`src/rtl/pipelined_rca_addsub.sv`:
```
// Segmented ripple-carry adder/subtractor: one SEG_W-bit ripple segment per stage, carry registered
// between stages, global valid/ready stall. Define PIPE_ADDSUB_OVF_EN to add the signed-overflow output ovf.

module rca_full_adder (
    input  logic x,
    input  logic y,
    input  logic ci,
    output logic s,
    output logic co
);
    assign s  = x ^ y ^ ci;
    assign co = (x & y) | (ci & (x ^ y));
endmodule

module pipelined_rca_addsub #(
    parameter int WIDTH = 128,
    parameter int SEG_W = 32
) (
    input  logic             clk,
    input  logic             rst_n,
    input  logic             in_valid,
    output logic             in_ready,
    input  logic [WIDTH-1:0] a,
    input  logic [WIDTH-1:0] b,
    input  logic             cin,
    input  logic             sub,
    output logic             out_valid,
    input  logic             out_ready,
    output logic [WIDTH-1:0] sum,
`ifdef PIPE_ADDSUB_OVF_EN
    output logic             cout,
    output logic             ovf
`else
    output logic             cout
`endif
);
    localparam int NSEG = WIDTH / SEG_W;

    genvar gi;
    genvar gj;

    if (SEG_W < 1 || NSEG < 1 || (WIDTH % SEG_W) != 0) begin : g_bad_cfg
        $error("pipelined_rca_addsub: WIDTH must be a non-zero multiple of SEG_W");
    end

    logic             advance;
    logic [WIDTH-1:0] b_prep;
    logic             c0;

    assign advance  = !out_valid || out_ready;
    assign in_ready = advance;
    // Subtract is A + ~B + 1; cin only matters in add mode.
    assign b_prep   = sub ? ~b : b;
    assign c0       = sub | cin;

    for (gi = 0; gi < NSEG; gi++) begin : g_stage
        localparam int LO_W = gi * SEG_W;
        localparam int HI_W = (NSEG - 1 - gi) * SEG_W;

        logic [SEG_W-1:0]      seg_a;
        logic [SEG_W-1:0]      seg_b;
        logic [SEG_W-1:0]      seg_s;
        logic [SEG_W:0]        chain;
        logic                  v_in;
        logic [LO_W+SEG_W-1:0] s_next;
        logic [LO_W+SEG_W-1:0] s_reg;
        logic                  c_reg;
        logic                  v_reg;

        if (gi == 0) begin : g_head
            assign seg_a    = a[SEG_W-1:0];
            assign seg_b    = b_prep[SEG_W-1:0];
            assign chain[0] = c0;
            assign v_in     = in_valid;
            assign s_next   = seg_s;
        end else begin : g_body
            // Operand segment comes from the previous stage's forwarded upper bits.
            assign seg_a    = g_stage[gi-1].g_fwd.a_hi_reg[SEG_W-1:0];
            assign seg_b    = g_stage[gi-1].g_fwd.b_hi_reg[SEG_W-1:0];
            assign chain[0] = g_stage[gi-1].c_reg;
            assign v_in     = g_stage[gi-1].v_reg;
            assign s_next   = {seg_s, g_stage[gi-1].s_reg};
        end

        for (gj = 0; gj < SEG_W; gj++) begin : g_bit
            rca_full_adder u_fa (
                .x  (seg_a[gj]),
                .y  (seg_b[gj]),
                .ci (chain[gj]),
                .s  (seg_s[gj]),
                .co (chain[gj+1])
            );
        end

        always_ff @(posedge clk or negedge rst_n) begin
            if (!rst_n) begin
                v_reg <= 1'b0;
                c_reg <= 1'b0;
                s_reg <= '0;
            end else if (advance) begin
                v_reg <= v_in;
                c_reg <= chain[SEG_W];
                s_reg <= s_next;
            end
        end

        // Upper operand segments not yet summed travel down the pipe alongside the beat.
        if (HI_W > 0) begin : g_fwd
            logic [HI_W-1:0] a_hi_next;
            logic [HI_W-1:0] b_hi_next;
            logic [HI_W-1:0] a_hi_reg;
            logic [HI_W-1:0] b_hi_reg;

            if (gi == 0) begin : g_src_in
                assign a_hi_next = a[WIDTH-1:SEG_W];
                assign b_hi_next = b_prep[WIDTH-1:SEG_W];
            end else begin : g_src_prev
                assign a_hi_next = g_stage[gi-1].g_fwd.a_hi_reg[HI_W+SEG_W-1:SEG_W];
                assign b_hi_next = g_stage[gi-1].g_fwd.b_hi_reg[HI_W+SEG_W-1:SEG_W];
            end

            always_ff @(posedge clk or negedge rst_n) begin
                if (!rst_n) begin
                    a_hi_reg <= '0;
                    b_hi_reg <= '0;
                end else if (advance) begin
                    a_hi_reg <= a_hi_next;
                    b_hi_reg <= b_hi_next;
                end
            end
        end

`ifdef PIPE_ADDSUB_OVF_EN
        if (gi == NSEG - 1) begin : g_ovf
            logic ovf_reg;

            // Signed overflow: carry into the MSB differs from carry out of it.
            always_ff @(posedge clk or negedge rst_n) begin
                if (!rst_n) begin
                    ovf_reg <= 1'b0;
                end else if (advance) begin
                    ovf_reg <= chain[SEG_W-1] ^ chain[SEG_W];
                end
            end
        end
`endif
    end

    assign sum       = g_stage[NSEG-1].s_reg;
    assign cout      = g_stage[NSEG-1].c_reg;
    assign out_valid = g_stage[NSEG-1].v_reg;
`ifdef PIPE_ADDSUB_OVF_EN
    assign ovf       = g_stage[NSEG-1].g_ovf.ovf_reg;
`endif

endmodule

```
`config.mk`:
```
export PLATFORM = sky130hd
export DESIGN_NAME = pipelined_rca_addsub
export DESIGN_NICKNAME = d
export VERILOG_FILES = /design/src/rtl/pipelined_rca_addsub.sv
export SDC_FILE = /design/constraint.sdc
export NUM_CORES = 2
export LEC_CHECK = 0
export ABC_CLOCK_PERIOD_IN_PS = 16600
export BUFFER_PORTS_ARGS = -buffer_cell sky130_fd_sc_hd__buf_2
export CORE_ASPECT_RATIO = 0.7
export CORE_MARGIN = 1
export CORE_UTILIZATION = 60
export CTS_BUF_LIST = sky130_fd_sc_hd__clkbuf_4
export DETAILED_ROUTE_END_ITERATION = 8
export GPL_ROUTABILITY_DRIVEN = 0
export GPL_TIMING_DRIVEN = 0
export PLACE_DENSITY = 0.82
export SLEW_MARGIN = 20
export SYNTH_ARGS = -nofsm -noshare
export SYNTH_HDL_FRONTEND = slang
export SYNTH_SLANG_ARGS = --single-unit
```
`constraint.sdc`:
```
create_clock -name clk -period 16.6 [get_ports clk]
set_clock_uncertainty 0.05 [all_clocks]
set_input_delay 1.66 -clock clk [delete_from_list [all_inputs] [get_ports clk]]
set_output_delay 1.66 -clock clk [all_outputs]
set_load 0.01 [all_outputs]
```
# After elaboration in Yosys (flattened, before gate mapping)
# Cells that the tools add are included.
[word_totals]
regBits = 712
latch_bits = 0
mem_bits_rw = 0
rom_bits = 0
output_inout_bits = 131
wordCells = 663
mem_count = 0
[op_classes]
n_addsub = 0
mul = 0
div = 0
magnitude_cmp = 0
eq_ne = 0
shift = 0
n_mux = 1
bitwise_logic = 642
reduce_logical = 2
[op_table]
columns = ["op", "n"]
rows = [
  ["1-bit bitwise AND", 256],
  ["1-bit XOR", 256],
  ["1-bit OR", 129],
  ["128-bit 2-to-1 mux", 1],
  ["128-bit NOT", 1],
  ["1-bit zero test", 1],
  ["1-bit logical OR", 1],
]

# Longest topological paths before layout
[logic_depth]
ltp_word = 67
depth_mapped = 40
ltp_nobuf = 38

# By module
# A second synthesis with hierarchy kept.
[unflattened]
cells_unflattened = 1777
area_unflattened_um2 = 30414.2
[modules_own_cells]
columns = ["module", "instances", "cells_per_inst", "area_each_um2", "seq_area_each_um2"]
rows = [
  ["pipelined_rca_addsub", 1, 1649, 27851.7, 17817.1],
  ["rca_full_adder", 128, 1, 20.0, 0.0],
]

# Least setup slack after synthesis
# Ideal clock, no wire load.
[synth_path]
path_type = "input to register"
startpoint = "input port sub"
endpoint = "register g_stage[0].s_reg[31]"
arrival_time_ns = 15.438
required_time_ns = 16.425
slack_ns = 0.987
cell_stages = 40
cell_sequence = "clkbuf_1 buf_2 xor2_1 fa_1 inv_1 fa_1 fa_1 fa_1 fa_1 fa_1 fa_1 fa_1 fa_1 inv_1 fa_1 inv_1 fa_1 fa_1 [... 4 more ...] fa_1 fa_1 fa_1 fa_1 fa_1 fa_1 fa_1 fa_1 fa_1 fa_1 fa_1 fa_1 fa_1 fa_1 fa_1 inv_1 fa_1 mux2_2"
[synth_via]
elab_chain_len = 65
elab_cells_between_ends = 128
[synth_rtl]
columns = ["item", "line", "text"]
rows = [
  ["start, declared", "26", "input logic sub,"],
  ["128-bit 2-to-1 mux", "53", "assign b_prep = sub ? ~b : b;"],
  ["1-bit XOR", "12", "assign co = (x & y) | (ci & (x ^ y));"],
  ["1-bit bitwise AND", "12", ""],
  ["1-bit OR", "12", ""],
  ["1-bit bitwise AND", "12", ""],
  ["1-bit OR", "12", ""],
  ["1-bit bitwise AND", "12", ""],
  ["1-bit OR", "12", ""],
  ["[... 50 more ...]", "-", ""],
  ["1-bit bitwise AND", "12", ""],
  ["1-bit OR", "12", ""],
  ["1-bit bitwise AND", "12", ""],
  ["1-bit OR", "12", ""],
  ["1-bit bitwise AND", "12", ""],
  ["1-bit OR", "12", ""],
  ["1-bit XOR *", "11", "assign s = x ^ y ^ ci;"],
  ["via g_stage[0].g_bit[31].u_fa.s", "8", "output logic s,"],
  ["end signal, assigned", "103", "s_reg <= s_next;"],
  ["end, declared", "66", "logic [LO_W+SEG_W-1:0] s_reg;"],
]
# Mark *: on every way through the listed nets, which the timed path passes. The rest lies on a longest branch.
# A chain may end at the register's enable or synchronous reset.

# Worst setup path in the final report
# Same ends and word-level chain as after synthesis.

==> results.sh <==
export IMPL_status="finished clean"
export IMPL_period_share_pct=94.6
export IMPL_post_synth_num_cell_types=16
export IMPL_cts_resized=0
export IMPL_worst_path_max_fanout=10
export IMPL_rsz0062_at_grt="no"
export IMPL_dp_hpwl_um=48000
export IMPL_synth_nets=2266
export IMPL_clk_path_buf_depth=3
export IMPL_multi_input_area_um2=11800
export IMPL_ios=393
export IMPL_grt_pass1_vias=18864
export IMPL_endpoint_kind="flip-flop"
export IMPL_hold_viol_final=0
export IMPL_drive_gt1_share_pct=49.3
export IMPL_crit_family="adder cells"
export IMPL_finalSetupViolCount=0
export IMPL_yosys_area_top_type="dfrtp_1"
export IMPL_clock_root_buffer="clkbuf_4"
export IMPL_grt_overflow=0
export IMPL_grt_antenna_before_repair=8
export IMPL_dpl_cell_count=2940
export IMPL_hold_path_class="reg -> reg"
export IMPL_worstSetupPathType="in -> reg"
export IMPL_clk_pin_slew_worst_paths_ns=0.07
export IMPL_grtUsageTotal_pct=26.5
export IMPL_cp_required_ns=17.33
export IMPL_worstSetupStartpointType="input port"
export IMPL_cts_tree="done"
export IMPL_mostFrequentLayoutCells="dfrtp_1 (712), mux2_2 (516), buf_2 (424)"
export IMPL_slowest_stage="fa_1"
export IMPL_p_leak_uw=0.0161
export IMPL_drtAntennaViolNets=0
export IMPL_synth_area_um2=30600
export IMPL_clkPwrFrac_pct=20.5
export IMPL_synth_cells=1876
export IMPL_crit_arrival_ns=16.44
export IMPL_synthTopCellsByArea="dfrtp_1 (58%), mux2_2 (19%), fa_1 (8.4%)"
export IMPL_vdd_drop_max_v=0.000111
export IMPL_final_area_um2=35700
export IMPL_p_sw_share_pct=32.7
export IMPL_syn2layout_area_growth_pct=16.7
export IMPL_slowest_delay_ns=0.50
export IMPL_initial_core_util_pct=61.5
export IMPL_dieArea_um2=52000
export IMPL_max_cap_viol_count=0
export IMPL_power_density_nw_per_um2=189
export IMPL_yosysWarningCount=0
export IMPL_num_nets_final=2833
export IMPL_routedWlPerCell_um=20.4
export IMPL_grt_first_pass_wirelength_um=104000
export IMPL_slew_viol_final=0
export IMPL_combPwrFrac_pct=34.9
export IMPL_final_util_pct=71.7
export IMPL_cts_sinks=712
export IMPL_clock_latency_ns=0.93
export IMPL_max_freq_mhz=63.7
export IMPL_syn_area_per_cell_um2=16.3
export IMPL_portBuffers=391
export IMPL_worst_path_buf_inv=6
export IMPL_grt_max_degree=100
export IMPL_final_common_cell="dfrtp_1"
export IMPL_drtPass1Iterations=5
export IMPL_core_area_um2=49900
export IMPL_die_y_um=191
export IMPL_regArea_um2=17800
export IMPL_drt_wl_total_um=66000
export IMPL_postSynthRegisterBits=712
export IMPL_power_switching_uw=2210
export IMPL_max_slew_margin_pct=55.3
export IMPL_row_count=68
export IMPL_tightest_slew_ns=0.670
export IMPL_dieWidth_um=272
export IMPL_htreeDepth=4
export IMPL_cts_setup_buffers=0
export IMPL_remaining_drc_errors=0
export IMPL_worst_path_most_repeated_cell="fa_1"
export IMPL_cts_buffers=166
export IMPL_cts_hold_buffers=0
export IMPL_vias_per_cell=5.31
export IMPL_synth_top_area_share_pct=58.1
export IMPL_finalCriticalPeriod_ns=15.71
export IMPL_dr_first_iter_drc_count=744
export IMPL_synth_sequential_area_ratio_pct=58.1
export IMPL_placed_area_um2=33700
export IMPL_layoutNonFillerInstCount=3234
export IMPL_p_seq_share_pct=44.6
export IMPL_p_int_uw=4550
export IMPL_nFillCells=3244
export IMPL_vias=17163
==> worst paths after layout <==
kind,endpoint,start,slack [ns],cells after the start
max,g_stage[0].s_reg[31]$_DFFE_PN0P_,sub,0.89,39
min reg2reg,out_valid$_DFFE_PN0P_,g_stage[2].v_reg$_DFFE_PN0P_,0.41,1
max in group asynchronous,g_stage[0].g_fwd.a_hi_reg[81]$_DFFE_PN0P_,rst_n,14.22,4
min in group asynchronous,g_stage[1].s_reg[46]$_DFFE_PN0P_,rst_n,0.61,1
max reg2reg,sum[127]$_DFFE_PN0P_,g_stage[2].c_reg$_DFFE_PN0P_,3.01,36
min,out_valid$_DFFE_PN0P_,g_stage[2].v_reg$_DFFE_PN0P_,0.41,1
==> logic make-up (layout without fill, tap and decap cells) <==
group | after synthesis | in the layout | share of synthesized area [%]
AOI/OAI and AO/OA | 38 | 38 | 0.621
xor gates and xnor gates | 128 | 128 | 3.66
and+or+nand+nor | 41 | 41 | 0.992
adders and majority gates | 128 | 128 | 8.36
other | 0 | 7 | 0
buffers and inverters | 156 | 842 | 3.51
muxes | 673 | 673 | 24.7
DFF | 712 | 712 | 58.1
==> metal layers <==
metal  track usage (%)  vias to the layer above  part of all wire (%)
met3              6.12                       90                   4.9
met4              8.10                        4                   2.0
met5                 0                        -                 0.039
met1              35.9                     9009                    44
li1                  -                     7634                     -
met2              42.9                      426                    49
==> synth_stat cells <==
cell	n
dfrtp_1	712
mux2_2	516
mux2_1	155
fa_1	128
xor2_1	97
buf_6	59
inv_1	54
a21oi_1	38
nor3b_1	38
buf_2	34
xnor2_1	31
clkbuf_1	8
mux2i_1	2
nand2b_1	2
buf_4	1
or2_2	1
==> layout make-up <==
| type | count | share of cell area [%] |
|---|---|---|
| clock inverter | 50 | 0.805 |
| antenna | 7 | 0.0490 |
| sequential | 712 | 49.8 |
| timing repair buffer | 399 | 6.12 |
| buffer | 102 | 2.44 |
| tap | 665 | 2.33 |
| clock buffer | 237 | 4.98 |
| inverter | 54 | 0.567 |
| multi-input combinational | 1008 | 32.9 |
==> power by group through the flow <==
stage | Sequential, µW | Clock (µW) | Combinational (µW)
finish | 3010 | 1390 | 2360
global placement | 2990 | 0 | 2260
global route | 3110 | 1520 | 2590
detailed placement | 3040 | 0 | 2380
floorplan | 2960 | 0 | 1550
CTS | 3010 | 1420 | 2400
==> stage by stage <==
step | total power (µW) | setup slack, ns | hold WS [ns] | setup TNS [ns]
6_report | 6750 | 0.892 | 0.413 | 0
5_1_grt | 7210 | 0.464 | 0.421 | 0
4_1_cts | 6830 | 0.823 | 0.403 | 0
3_5_place_dp | 5420 | -0.158 | 0.398 | -0.158
3_3_place_gp | 5250 | -0.341 | 0.398 | -150.59
2_1_floorplan | 4510 | 0.987 | 0.380 | 0
(Power assumes the default switching activity.)
